## src/rtl/mem_arb_pkg.sv

```systemverilog
// mem_arb_pkg: FSM state and requester id types plus default widths for the memory arbiter
package mem_arb_pkg;
   localparam int DEF_ADDR_W = 32;
   localparam int DEF_DATA_W = 32;
   localparam int DEF_WAIT_CYCLES = 1;
   typedef enum logic [1:0] {IDLE, ACCESS, RESP} state_t;
   typedef enum logic [1:0] {REQ_NONE, REQ_BOOT, REQ_DM, REQ_IF} req_id_t;
endpackage

```

## src/rtl/mem_arbiter_if.sv

```systemverilog
// mem_arbiter_if: requester handshakes and memory bus seen by the arbiter (master) and its peers (slave)
interface mem_arbiter_if import mem_arb_pkg::*; #(
   parameter int ADDR_W = DEF_ADDR_W,
   parameter int DATA_W = DEF_DATA_W
);
   logic              boot_active, boot_req, boot_ack;
   logic [ADDR_W-1:0] boot_addr;
   logic [DATA_W-1:0] boot_wdata;
   logic              if_req, if_ack;
   logic [ADDR_W-1:0] if_addr;
   logic [DATA_W-1:0] if_rdata;
   logic              dm_req, dm_we, dm_ack;
   logic [ADDR_W-1:0] dm_addr;
   logic [DATA_W-1:0] dm_wdata, dm_rdata;
   logic [ADDR_W-1:0] mem_addr;
   logic [DATA_W-1:0] mem_wdata, mem_rdata;
   logic              mem_cs, mem_we, mem_oe, busy;
   modport master (
      input  boot_active, boot_req, boot_addr, boot_wdata, if_req, if_addr,
             dm_req, dm_we, dm_addr, dm_wdata, mem_rdata,
      output boot_ack, if_ack, if_rdata, dm_ack, dm_rdata,
             mem_addr, mem_wdata, mem_cs, mem_we, mem_oe, busy
   );
   modport slave (
      output boot_active, boot_req, boot_addr, boot_wdata, if_req, if_addr,
             dm_req, dm_we, dm_addr, dm_wdata, mem_rdata,
      input  boot_ack, if_ack, if_rdata, dm_ack, dm_rdata,
             mem_addr, mem_wdata, mem_cs, mem_we, mem_oe, busy
   );
endinterface

```

## src/rtl/mem_arb_pick.sv

```systemverilog
// mem_arb_pick: chooses the next requester; boot is exclusive while booting, otherwise DM/IF by pointer (0 = DM first)
module mem_arb_pick import mem_arb_pkg::*; (
   input  logic    boot_active,
   input  logic    boot_req,
   input  logic    if_req,
   input  logic    dm_req,
   input  logic    rr_ptr,
   output req_id_t id
);
   // boot phase masks IF/DM entirely; afterwards boot_req is ignored
   always_comb
      id = boot_active ? (boot_req ? REQ_BOOT : REQ_NONE) :
           (dm_req && if_req) ? (rr_ptr ? REQ_IF : REQ_DM) :
           dm_req ? REQ_DM : if_req ? REQ_IF : REQ_NONE;
endmodule

```

## src/rtl/mem_arbiter.sv

```systemverilog
// mem_arbiter: sequences the shared memory between boot, IF and DM; define ARB_ROUND_ROBIN_EN to alternate IF/DM grants
module mem_arbiter import mem_arb_pkg::*; #(
   parameter int ADDR_W      = DEF_ADDR_W,
   parameter int DATA_W      = DEF_DATA_W,
   parameter int WAIT_CYCLES = DEF_WAIT_CYCLES
) (
   input logic           clock,
   input logic           reset,
   mem_arbiter_if.master bus
);
   localparam int CW = $clog2(WAIT_CYCLES + 1);
   state_t            state, state_n;
   req_id_t           pick, id_q;
   logic [CW-1:0]     cnt;
   logic [ADDR_W-1:0] addr_q;
   logic [DATA_W-1:0] wdata_q, if_rdata_q, dm_rdata_q;
   logic              we_q, rr_ptr, grant, last, acc;
   assign grant = state == IDLE && pick != REQ_NONE;
   assign acc   = state == ACCESS;
   assign last  = acc && cnt == CW'(1);
   mem_arb_pick u_pick (
      .boot_active(bus.boot_active),
      .boot_req   (bus.boot_req),
      .if_req     (bus.if_req),
      .dm_req     (bus.dm_req),
      .rr_ptr     (rr_ptr),
      .id         (pick)
   );
`ifdef ARB_ROUND_ROBIN_EN
   // after each IF/DM grant, favour the other one on the next tie
   always_ff @(posedge clock or negedge reset)
      if (!reset) rr_ptr <= 1'b0;
      else if (grant && pick != REQ_BOOT) rr_ptr <= pick == REQ_DM;
`else
   assign rr_ptr = 1'b0;
`endif
   // next state: grant in IDLE, hold ACCESS for WAIT_CYCLES, one RESP cycle with no arbitration
   always_comb begin
      state_n = state;
      case (state)
         IDLE:    if (grant) state_n = ACCESS;
         ACCESS:  if (last) state_n = RESP;
         default: state_n = IDLE;
      endcase
   end
   // state register
   always_ff @(posedge clock or negedge reset)
      if (!reset) state <= IDLE;
      else state <= state_n;
   // latch the granted operands, count the access down, capture read data on its last cycle
   always_ff @(posedge clock or negedge reset)
      if (!reset) begin
         id_q       <= REQ_NONE;
         cnt        <= '0;
         addr_q     <= '0;
         wdata_q    <= '0;
         we_q       <= 1'b0;
         if_rdata_q <= '0;
         dm_rdata_q <= '0;
      end else begin
         if (grant) begin
            id_q    <= pick;
            cnt     <= CW'(WAIT_CYCLES);
            addr_q  <= pick == REQ_BOOT ? bus.boot_addr : pick == REQ_DM ? bus.dm_addr : bus.if_addr;
            wdata_q <= pick == REQ_BOOT ? bus.boot_wdata : bus.dm_wdata;
            we_q    <= pick == REQ_BOOT || (pick == REQ_DM && bus.dm_we);
         end else if (acc) cnt <= cnt - 1'b1;
         if (last && !we_q && id_q == REQ_IF) if_rdata_q <= bus.mem_rdata;
         if (last && !we_q && id_q == REQ_DM) dm_rdata_q <= bus.mem_rdata;
      end
   assign bus.mem_cs    = acc;
   assign bus.mem_we    = acc && we_q;
   assign bus.mem_oe    = acc && !we_q;
   assign bus.mem_addr  = acc ? addr_q : '0;
   assign bus.mem_wdata = acc ? wdata_q : '0;
   assign bus.boot_ack  = state == RESP && id_q == REQ_BOOT;
   assign bus.if_ack    = state == RESP && id_q == REQ_IF;
   assign bus.dm_ack    = state == RESP && id_q == REQ_DM;
   assign bus.if_rdata  = if_rdata_q;
   assign bus.dm_rdata  = dm_rdata_q;
   assign bus.busy      = state != IDLE;
endmodule

```

## src/flat_wrapper.sv

```systemverilog
// flat-port wrapper written by rule: the top's interface ports become plain ports
module mem_arbiter_flat import mem_arb_pkg::*;
#(
   parameter int ADDR_W      = DEF_ADDR_W,
   parameter int DATA_W      = DEF_DATA_W,
   parameter int WAIT_CYCLES = DEF_WAIT_CYCLES
)
  (clock, reset, bus_boot_active, bus_boot_req, bus_boot_addr, bus_boot_wdata, bus_if_req, bus_if_addr, bus_dm_req, bus_dm_we, bus_dm_addr, bus_dm_wdata, bus_mem_rdata, bus_boot_ack, bus_if_ack, bus_if_rdata, bus_dm_ack, bus_dm_rdata, bus_mem_addr, bus_mem_wdata, bus_mem_cs, bus_mem_we, bus_mem_oe, bus_busy);
  mem_arbiter_if #(.ADDR_W(ADDR_W), .DATA_W(DATA_W)) bus_i ();
  input logic clock;
  input logic reset;
  input wire logic [$bits(bus_i.boot_active)-1:0] bus_boot_active;
  input wire logic [$bits(bus_i.boot_req)-1:0] bus_boot_req;
  input wire logic [$bits(bus_i.boot_addr)-1:0] bus_boot_addr;
  input wire logic [$bits(bus_i.boot_wdata)-1:0] bus_boot_wdata;
  input wire logic [$bits(bus_i.if_req)-1:0] bus_if_req;
  input wire logic [$bits(bus_i.if_addr)-1:0] bus_if_addr;
  input wire logic [$bits(bus_i.dm_req)-1:0] bus_dm_req;
  input wire logic [$bits(bus_i.dm_we)-1:0] bus_dm_we;
  input wire logic [$bits(bus_i.dm_addr)-1:0] bus_dm_addr;
  input wire logic [$bits(bus_i.dm_wdata)-1:0] bus_dm_wdata;
  input wire logic [$bits(bus_i.mem_rdata)-1:0] bus_mem_rdata;
  output wire logic [$bits(bus_i.boot_ack)-1:0] bus_boot_ack;
  output wire logic [$bits(bus_i.if_ack)-1:0] bus_if_ack;
  output wire logic [$bits(bus_i.if_rdata)-1:0] bus_if_rdata;
  output wire logic [$bits(bus_i.dm_ack)-1:0] bus_dm_ack;
  output wire logic [$bits(bus_i.dm_rdata)-1:0] bus_dm_rdata;
  output wire logic [$bits(bus_i.mem_addr)-1:0] bus_mem_addr;
  output wire logic [$bits(bus_i.mem_wdata)-1:0] bus_mem_wdata;
  output wire logic [$bits(bus_i.mem_cs)-1:0] bus_mem_cs;
  output wire logic [$bits(bus_i.mem_we)-1:0] bus_mem_we;
  output wire logic [$bits(bus_i.mem_oe)-1:0] bus_mem_oe;
  output wire logic [$bits(bus_i.busy)-1:0] bus_busy;
  assign bus_i.boot_active = bus_boot_active;
  assign bus_i.boot_req = bus_boot_req;
  assign bus_i.boot_addr = bus_boot_addr;
  assign bus_i.boot_wdata = bus_boot_wdata;
  assign bus_i.if_req = bus_if_req;
  assign bus_i.if_addr = bus_if_addr;
  assign bus_i.dm_req = bus_dm_req;
  assign bus_i.dm_we = bus_dm_we;
  assign bus_i.dm_addr = bus_dm_addr;
  assign bus_i.dm_wdata = bus_dm_wdata;
  assign bus_i.mem_rdata = bus_mem_rdata;
  assign bus_boot_ack = bus_i.boot_ack;
  assign bus_if_ack = bus_i.if_ack;
  assign bus_if_rdata = bus_i.if_rdata;
  assign bus_dm_ack = bus_i.dm_ack;
  assign bus_dm_rdata = bus_i.dm_rdata;
  assign bus_mem_addr = bus_i.mem_addr;
  assign bus_mem_wdata = bus_i.mem_wdata;
  assign bus_mem_cs = bus_i.mem_cs;
  assign bus_mem_we = bus_i.mem_we;
  assign bus_mem_oe = bus_i.mem_oe;
  assign bus_busy = bus_i.busy;
  mem_arbiter #(.ADDR_W(ADDR_W), .DATA_W(DATA_W), .WAIT_CYCLES(WAIT_CYCLES)) u_core (.clock(clock), .reset(reset), .bus(bus_i));
endmodule
```

## config.mk

```make
export PLATFORM = sky130hd
export DESIGN_NAME = mem_arbiter_flat
export DESIGN_NICKNAME = d
export VERILOG_FILES = /design/src/rtl/mem_arb_pkg.sv /design/src/rtl/mem_arbiter_if.sv /design/src/rtl/mem_arb_pick.sv /design/src/rtl/mem_arbiter.sv /design/src/flat_wrapper.sv
export SDC_FILE = /design/constraint.sdc
export NUM_CORES = 1
export LEC_CHECK = 0
export ABC_AREA = 1
export BUFFER_PORTS_ARGS = -buffer_cell sky130_fd_sc_hd__buf_2
export CAP_MARGIN = 25
export CORE_AREA = 2 2 129 131
export CTS_CLUSTER_SIZE = 20
export DETAILED_ROUTE_END_ITERATION = 8
export DIE_AREA = 0 0 131 133
export GPL_ROUTABILITY_DRIVEN = 0
export PLACE_DENSITY = 0.74
export SYNTH_ARGS = -nofsm -noshare
export SYNTH_HDL_FRONTEND = slang
export SYNTH_SLANG_ARGS = --single-unit
```

## constraint.sdc

```tcl
create_clock -name clock -period 2.27 [get_ports clock]
set_clock_uncertainty 0.1 [all_clocks]
set_input_delay 0.454 -clock clock [delete_from_list [all_inputs] [get_ports clock]]
set_output_delay 0.454 -clock clock [all_outputs]
set_load 0.02 [all_outputs]
```

Yosys cells after proc, flatten, opt, wreduce, memory -nomap -nowiden. Cells that the tools add are included. W data, S select, Z words.

Output and inout bits: 135. Bits in registers: 134. Logic and storage cells: 52. Input port bits: 199.

Mux-type cells: 15. Reductions and logical operators: 19. Equality and inequality tests: 9. Add/subtract/negate cells: 1.

Operators with widths (number): $mux W32 (5); $logic_and A1 B1 Y1 (12); $mux W2 (6); $eq A2 B2 Y1 const B (4); $eq A2 B1 Y1 const B (3); $reduce_bool A2 Y1 (3); $ne A2 B1 Y1 const B (2); $pmux W2 S2 (1); $mux W1 (3); $logic_not A2 Y1 (1); $reduce_and A2 Y1 (1); $logic_not A1 Y1 (1); $logic_or A1 B1 Y1 (1); $sub A1 B1 Y1 const B (1).

Logic depth before layout (Yosys ltp). Gate-level depths: netlist of the first run.

Word-level depth: 8. Depth in mapped cells: 9. Gate-level depth less buffers: 8.

By module. Synthesis of the first run repeated with hierarchy kept, for this count alone.

Cells, all modules: 987. Area, all modules: 6935.4 µm².

By module, submodules not included: mem_arbiter (area an instance 6901.6 µm², cells each 978, seq. area each 3353.2 µm², instances 1); mem_arb_pick (area an instance 33.8 µm², cells each 9, seq. area each 0.0 µm², instances 1).

Worst setup path after synthesis of the first run. OpenSTA, ideal clock, no wires.

Path type: register to output. Start point: register u_core.state[0]. End point: output bus_mem_addr[21]. Setup slack: 470 ps. Stages on the path, launching flop included: 5. Path buffers: 2. Data required time: 1716 ps. Arrival time: 1246 ps. Path through: dfrtp_1 -> nand2_1 -> clkbuf_1 -> clkbuf_1 -> nor2_1.

Longest elaborated chain between the ends: 2.

Ends and longest elaborated chain: from (decl) (RTL line mem_arbiter.sv:12) `state_t state, state_n;`; from (signal assigned) (RTL line mem_arbiter.sv:49) `else state <= state_n;`; $eq A2 B1 Y1 (RTL line mem_arbiter.sv:19) `assign acc = state == ACCESS;`; $mux W32 (RTL line mem_arbiter.sv:74) `assign bus.mem_addr = acc ? addr_q : '0;`; to (decl) (RTL line flat_wrapper.sv:28) `output wire logic [$bits(bus_i.mem_addr)-1:0] bus_mem_addr;`.

No other way between the ends.

Final worst setup path of the first run.
Start point: register u_core.state[1]. End point: output bus_mem_addr[28].

Same word-level chain as after synthesis.

==> results of run 1 <==
==> critical path, cell delays in order (launching register included) <==
cell	delay [ns]
dfrtp_1	0.37
inv_1	0.07
nand2_2	0.10
buf_4	0.22
nor2_2	0.18
buf_2	0.20
==> state kept, by name, summed over array words and instances, names as in the netlist <==
name	cells
u_core.we_q	1
u_core.state	2
u_core.addr_q	32
u_core.wdata_q	32
u_core.bus.dm_rdata	32
u_core.cnt	1
u_core.id_q	2
u_core.bus.if_rdata	32
==> area by class of cell <==
type / count / area share (%)
antenna: 2 / 0.05462
clock buffer: 18 / 4.793
clock inverter: 14 / 2.062
inverter: 110 / 4.506
multi-input combinational: 603 / 28.35
sequential: 134 / 36.60
tap: 220 / 3.004
timing repair buffer: 350 / 20.63
==> Yosys cell counts (all sizes together) <==
| master | number | area share, % |
|---|---|---|
| nor2 | 168 | 9.6 |
| nand2 | 261 | 15 |
| a31oi | 33 | 3.1 |
| a21oi | 1 | 0.076 |
| inv | 110 | 6.3 |
| clkbuf | 33 | 1.9 |
| o21ai | 66 | 5.0 |
| nand4 | 32 | 3.0 |
| buf | 25 | 1.9 |
| o22ai | 1 | 0.095 |
| nand3 | 36 | 2.9 |
| or2 | 1 | 0.095 |
| dfrtp | 134 | 51 |
| nor3 | 4 | 0.38 |
==> report_power, final <==
part,leakage (nW),internal (mW),switching [mW]
clock,0.308,1.80,1.13
sequential,1.55,3.60,0.654
combinational,3.51,1.94,3.81
==> worst paths after layout <==
kind	slack, ns	end	cells after the start
worst max-delay path	0.17	bus_mem_addr[28]	5
worst min-delay path	0.20	u_core.wdata_q[22]	3
worst max register to register	0.61	u_core.addr_q[27]	8
worst min register to register	0.38	u_core.addr_q[21]	2
max in group asynchronous	1.07	u_core.wdata_q[3]	3
min in group asynchronous	0.38	u_core.bus.dm_rdata[12]	2
==> metrics by stage <==
step / instance area [sq um] / setup WS, ns / std cells / util (%)
floorplan: 6603 / 0.4701 / 905 / -
global placement: 8517 / 0.4293 / 1416 / 52.67
detailed placement: 8517 / 0.4016 / 1416 / 52.67
CTS: 9155 / 0.03030 / 1449 / 56.61
global route: 9163 / 0.04644 / 1451 / 56.66
finish: 9163 / 0.1680 / 1451 / 56.66
==> logic make-up (layout without fill, tap and decap cells) <==
logic type             after synthesis  after routing  synth area share (%)
AND/OR/NAND/NOR                    502            502                 30.85
buffers and inverters              168            492                 10.06
flip-flops                         134            134                 50.79
AO/OA/AOI/OAI                      101            101                 8.300
other                                0              2                     0
==> per-layer routing <==
metal	part of all wire [%]	vias to the layer above	track usage (%)
li1	-	3452	-
met1	42	3106	28.51
met2	49	262	38.34
met3	7.3	31	5.863
met4	2.1	0	8.215
met5	0	-	0
==> repair_timing <==
item / in CTS / in global routing
hold endpoints to repair: 25 / 0
hold buffers: 1 / 0
buffers inserted: 0 / 0
gates resized for setup: 0 / 1
endpoints found under the setup margin: 0 / 1
==> out/summary.txt, run 1 <==
Port bufs - 333
DIE WIDTH - 131 um
RSZ-0062 raised after global routing - no
Vias/cell - 4.722
First-pass GRT wire length - 31.11 mm
Total chip power - 12.92 mW
Worst-path fanout max - 15
Max-cap viol count - 0
Crit. Startpoint - u_core.state[1]
Crit. End Element - primary output
Start point of the worst hold path - bus_dm_wdata[22]
Vias in the first global route - 6,265
CTS Buf Count - 17
Slew @ Worst Pin - 0.5655 ns
CTS sink count - 134
Distinct cells, synth - 21
Commonest non-fill, non-tap cell in the layout - buf_2
Hold Crit Class - in2reg
Period utilization - 92.60%
Vias - 6,851
P&R area growth vs syn - 38.77%
Clock buffer depth - 2
Root Buffer Master - clkbuf_16
Total GRT Usage - 22.94%
Final Hold Slack - 0.1972 ns
Arrival @ worst endpoint - 1.55 ns
Net count after synthesis - 1,104
Slew Limit Fails - 0
DIE AREA - 17,420 sq um
CP required - 1.72 ns
Largest net degree at the start of global routing - 120
Top-level I/O count - 334
Min Tclk post-route - 2.102 ns
Worst Setup Path Type - reg2out
Leak Pwr - 5.373 nW
Worst-skew pair later-pin latency - 0.41 ns
Initial Util - 40.83%
Die Y - 133 um
Setup TNS - 0 ns
Max VDD drop - 0.6304 mV
Share of cells above drive strength 1 - 31.98%
Ys Warns - 0
DRT iter0 DRCs - 357
Post-synthesis sequential area ratio - 50.79%
Worst r2r src - u_core.state[0]
Final nets - 1,415
Fillers - 1,510
WL final - 20.22 mm
Hold Fails Final Rpt - 0
HPWL Detailed - 14.49 mm
Fmax - 0.4757 GHz
CTS tree - built
Relative slew slack - 62.30%
Routed len/inst - 13.94 um
Mapped Cells - 905
Core area - 16,170 sq um
Count of final setup violators - 0
Register area - 3353 sq um
Highest-count cells in the layout ignoring fill and taps - buf_2 (332), nand2_1 (258), nor2_1 (166)
Clk pin slew, worst setup/hold paths - 0.06 ns
Number of routed nets with antenna violations - 0
Outcome - finished, final reports clean
Initial antenna violation count - 2
Mapped Area - 6603 sq um
Post-route DRC - 0
Flops & latches, synth - 134
Row cnt - 47
Area of the multi-input gates - 2597 sq um
DR pass1 iterations - 4
Pwr dens - 1411 nW/um^2
Mapped Avg Cell Area - 7.296 sq um
Htree depth - 4
Crit start category - flop
Grt total ovfl - 0
Power figures use the tool's default switching activity.
==> run 2: changes to the inputs <==
- RECOVER_POWER: default -> 50
==> run 2 against run 1 <==
  * Final cell count unchanged
  * Utilization down 0.73 points
  * Sequential power about the same
  * Critical path type unchanged
==> out/summary.txt, run 2 (synthesis gave the netlist of run 1 again) <==
Initial Util - 40.83%
Final worst slack - 0.1602 ns
DRT iter0 DRCs - 380
Row cnt - 47
Count of final setup violators - 0
Non-filler cells, final - 1,451
CP required - 1.72 ns
Post-DP Area - 8517 sq um
Pre-CTS setup slack - 0.4016 ns
CP cell instances - inv_1 -> nand2_2 -> buf_4 -> nor2_2 -> buf_2
Commonest non-fill, non-tap cell in the layout - buf_2
Hold Fails Final Rpt - 0
Clk pin slew, worst setup/hold paths - 0.07 ns
Gate power share - 43.6%
Period utilization - 92.94%
Worst Path Buf+Inv - 3
Die Y - 133 um
Sw frac - 43.95%
Post CTS Setup Buffer Count - 0
P&R area growth vs syn - 36.97%
Final nets - 1,415
Worst Setup Path Type - reg2out
Setup TNS - 0 ns
Relative slew slack - 49.67%
Slew Limit Fails - 0
Clock buffer depth - 2
Worst-path fanout max - 15
WL final - 20.23 mm
DR pass1 iterations - 5
Pwr dens - 1413 nW/um^2
Crit. End Element - primary output
Max-cap viol count - 0
Port bufs - 333
CTS Buf Count - 17
Sequential share of power - 33.5%
Leak Pwr - 5.192 nW
HPWL Detailed - 14.49 mm
Total chip power - 12.78 mW
Number of routed nets with antenna violations - 0
Arrival @ worst endpoint - 1.56 ns
First-pass GRT wire length - 31.11 mm
Routed len/inst - 13.94 um
Core area - 16,170 sq um
CTS tree - built
Final Cell Area - 9044 sq um
Total placed cells including tap cells - 1,416
Grt total ovfl - 0
Crit-path max cell delay - 0.37 ns
Slowest CP cell - dfrtp_1
Initial antenna violation count - 2
Top-level I/O count - 334
RSZ-0062 raised after global routing - no
Min Tclk post-route - 2.110 ns
Psw - 5.616 mW
Largest net degree at the start of global routing - 120
CTS sink count - 134
Vias/cell - 4.720
Total GRT Usage - 22.94%
DIE WIDTH - 131 um
DIE AREA - 17,420 sq um
Fmax - 0.4740 GHz
Max VDD drop - 0.6321 mV
Slew @ Worst Pin - 0.7549 ns
Share of cells above drive strength 1 - 26.61%
Crit start category - flop
Outcome - finished, final reports clean
Vias - 6,848
Vias in the first global route - 6,265
Pint - 7.162 mW
Root Buffer Master - clkbuf_16
CP delay by family, top - buffers and inverters
Htree depth - 4
Hold Crit Class - in2reg
Worst-skew pair later-pin latency - 0.41 ns
Power share of the clock group - 23.0%
Post-route DRC - 0
Highest-count cells in the layout ignoring fill and taps - buf_2 (269), nand2_1 (259), nor2_1 (166)
run 2: worst reg2reg max path, stage by stage, from the launching register on:
cell	delay (ns)
dfrtp_1	0.40
nor2_1	0.25
nand2_1	0.16
nand2_1	0.15
inv_1	0.23
buf_12	0.26
nor2_1	0.13
nand2_1	0.06
nand2_1	0.05
run 2: worst paths after layout:
check | from | endpoint | slack [ns] | cells past startpoint
setup / recovery | u_core.state[1] | bus_mem_addr[28] | 0.16 | 5
hold / removal | bus_dm_wdata[31] | u_core.wdata_q[31] | 0.20 | 3
setup reg to reg | u_core.state[0] | u_core.addr_q[27] | 0.43 | 8
hold reg to reg | u_core.addr_q[21] | u_core.addr_q[21] | 0.38 | 2
max in group asynchronous | reset | u_core.wdata_q[10] | 0.33 | 3
min in group asynchronous | reset | u_core.bus.dm_rdata[12] | 0.52 | 2
run 2: power by group through the flow:
stage               registers (mW)  clock network, mW  logic, mW
detailed placement            4.27                  0       5.79
CTS                           4.25               2.99       5.80
global route                  4.43               3.09       6.21
finish                        4.28               2.93       5.57
global placement              4.24                  0       5.70
floorplan                     4.91                  0       3.01
run 2: stage by stage:
step,hold slack (ns),utilization [%]
3_3_place_gp,0.2447,52.67
6_report,0.1955,55.92
2_1_floorplan,0.05841,-
3_5_place_dp,0.2438,52.67
5_1_grt,0.1804,55.92
4_1_cts,0.1766,56.61
run 2: cell type report:
class / count / area, sq um
Fill cell: 1557 / 7128
Sequential cell: 134 / 3353
Multi-Input combinational cell: 603 / 2595
Timing Repair Buffer: 350 / 1774
Clock buffer: 18 / 439.2
Inverter: 110 / 412.9
Tap cell: 220 / 275.3
Clock inverter: 14 / 188.9
Antenna cell: 2 / 5.005
run 2: layer usage:
metal	share of wire, %	vias to the layer above	GRT usage, %	wire length [um]
li1	-	3448	-	-
met1	42	3091	28.51	8468
met2	48	278	38.34	9771
met3	7.7	31	5.863	1554
met4	2.1	0	8.215	432
met5	0	-	0	0
run 2: what timing repair did:
action / 4_1_cts / 5_1_grt
resized for setup: 0 / 1
hold buffers: 1 / 0
endpoints found under the setup margin: 0 / 1
endpoints found under the hold margin: 25 / 0
==> run 3: changes to the inputs <==
- CORE_AREA: 2 2 129 131 -> 2 2 128 130
- CTS_BUF_LIST: default -> sky130_fd_sc_hd__clkbuf_2
- DIE_AREA: 0 0 131 133 -> 0 0 130 132
- MAX_ROUTING_LAYER: default -> met4
- PLACE_DENSITY: 0.74 -> 0.75
==> run 3 against run 2 <==
  * The flow now finishes with violations (setup timing)
  * Global-route usage up 7.8 points
  * Count of clock-buffer cells in the layout unchanged
  * Worst hold slack worse by 0.18 ns
  * Final cell count up 15%
  * Clock power down 47%
  * Total power up 8.7%
  * Sequential share of layout area down 7.7 points
  * Utilization up 17 points
  * Critical endpoint is now u_core.addr_q[21]
==> out/summary.txt, run 3 (synthesis gave the netlist of run 1 again) <==
Clock buffer depth - 2
Highest-count cells in the layout ignoring fill and taps - buf_2 (262), nand2_1 (256), dlygate4sd3_1 (178)
CP cell instances - buf_4 -> nor2_4 -> buf_6 -> nand2_2 -> nand2_4 -> clkinv_8 -> buf_8 -> nor2_2 -> nand2_1 -> dlygate4sd3_1 -> nand2_1
Max VDD drop - 0.6356 mV
Top-level I/O count - 334
Hold Crit Class - in2reg
Pint - 7.456 mW
Final nets - 1,627
Crit. End Element - flop
Total placed cells including tap cells - 1,416
HPWL Detailed - 14.87 mm
Number of routed nets with antenna violations - 0
DRT iter0 DRCs - 823
Clk pin slew, worst setup/hold paths - 0.22 ns
Psw - 6.434 mW
Worst Setup Path Type - reg2reg
Slowest CP cell - dlygate4sd3_1
Power share of the clock group - 11.1%
Relative slew slack - 14.44%
DIE WIDTH - 130 um
Met3 usage - 7.265%
Htree depth - 4
Leak Pwr - 6.207 nW
Pwr dens - 1218 nW/um^2
Non-filler cells, final - 1,662
Row cnt - 46
Worst-path fanout max - 8
Crit-path max cell delay - 0.57 ns
Routed len/inst - 18.09 um
Count of final setup violators - 82
First-pass GRT wire length - 40.25 mm
P&R area growth vs syn - 72.75%
Pre-CTS setup slack - 0.3664 ns
Outcome - complete, but fails checks
CTS tree - built
Final worst slack - -0.1328 ns
CP delay by family, top - buffers and inverters
Min Tclk post-route - 2.403 ns
Commonest non-fill, non-tap cell in the layout - buf_2
Grt total ovfl - 0
Slew @ Worst Pin - 1.283 ns
Vias - 8,752
RSZ-0062 raised after global routing - yes
Fmax - 0.4162 GHz
Worst Path Buf+Inv - 5
Routing usage on met1 - 35.18%
WL final - 30.06 mm
Initial antenna violation count - 5
Core area - 15,710 sq um
Start point of the worst hold path - bus_boot_addr[14]
DIE AREA - 17,160 sq um
CTS Buf Count - 17
Vias/cell - 5.266
Slew Limit Fails - 0
Share of cells above drive strength 1 - 32.27%
Most numerous cell on the critical path - nand2_1
Final Cell Area - 11,410 sq um
Hold Fails Final Rpt - 0
Violated checks - setup timing
DR pass1 iterations - 7
Crit start category - flop
Post-DP Area - 8529 sq um
Port bufs - 333
Largest net degree at the start of global routing - 70
Arrival @ worst endpoint - 2.95 ns
CP required - 2.82 ns
GR Util met2 - 49.33%
Initial Util - 42.02%
Worst-skew pair later-pin latency - 0.70 ns
CTS sink count - 134
Max-cap viol count - 0
Sw frac - 46.32%
Busiest grt layer - met2
Gate power share - 57.6%
Total GRT Usage - 30.71%
Die Y - 132 um
Worst r2r src - u_core.state[0]
Root Buffer Master - clkbuf_2
Sequential share of power - 31.3%
Vias in the first global route - 8,261
Post-layout util - 72.59%
Post-route DRC - 0
Crit. Startpoint - u_core.state[0]
Period utilization - 105.9%
run 3: cell count changes in the layout (fill, tap and decap cells not counted), sizes merged:
cell,delta
clkinvlp,+1
inv,-6
clkbuf,-52
clkinv,+5
dlymetal6s4s,+6
dlygate4sd3,+177
buf,+81
diode,+3
run 3: worst paths after layout:
path / to / slack [ns] / cells past startpoint
worst max-delay path: u_core.addr_q[21] / -0.13 / 11
worst min register to register: u_core.addr_q[30] / 0.40 / 2
max in group asynchronous: u_core.bus.if_rdata[12] / 0.24 / 3
worst max register to register: u_core.addr_q[21] / -0.13 / 11
worst min-delay path: u_core.addr_q[14] / 0.02 / 5
min in group asynchronous: u_core.addr_q[18] / 0.44 / 2
run 3: final cells by class:
cell class	count	area (sq um)
Clock buffer	18	90.09
Sequential cell	134	3356
Tap cell	216	270.3
Inverter	110	425.4
Clock inverter	14	157.7
Multi-Input combinational cell	603	2776
Fill cell	1053	4307
Timing Repair Buffer	562	4318
Antenna cell	5	12.51
run 3: power by group through the flow:
| stage | clock network [mW] | registers [mW] | logic, mW |
|---|---|---|---|
| after global placement | 0 | 4.25 | 5.71 |
| after CTS | 1.57 | 4.23 | 6.67 |
| final | 1.54 | 4.35 | 8.01 |
| after global routing | 1.67 | 4.45 | 8.58 |
| after detailed placement | 0 | 4.28 | 5.80 |
| after floorplan | 0 | 4.91 | 3.01 |
run 3: metrics by stage:
stage	total power, mW	setup TNS [ns]	hold slack, ns
2_1_floorplan	7.918	0	0.05841
3_3_place_gp	9.956	0	0.3279
3_5_place_dp	10.08	0	0.3374
4_1_cts	12.47	-8.916	0.07033
5_1_grt	14.71	-17.04	-0.03564
6_report	13.89	-3.732	0.02008
run 3: tightest hold or removal path: cells and delay by family:
family / cells / cell delay, ns
simple gates: 4 / 0.27
buf+inv: 1 / 0.08
run 3: per-layer routing:
layer  part of all wire (%)  wire [um]
met1                     36      10950
met2                     47      14250
met3                    9.7       2902
met4                    6.5       1956
met5                      0          0
run 3: timing repair:
| action | 4_1_cts | 5_1_grt |
|---|---|---|
| pin swaps | 0 | 4 |
| setup endpoints to repair | 71 | 111 |
| gates cloned | 0 | 9 |
| buffers inserted | 0 | 16 |
| gates resized for setup | 67 | 99 |
| hold buffers | 189 | 15 |
| endpoints found under the hold margin | 263 | 15 |
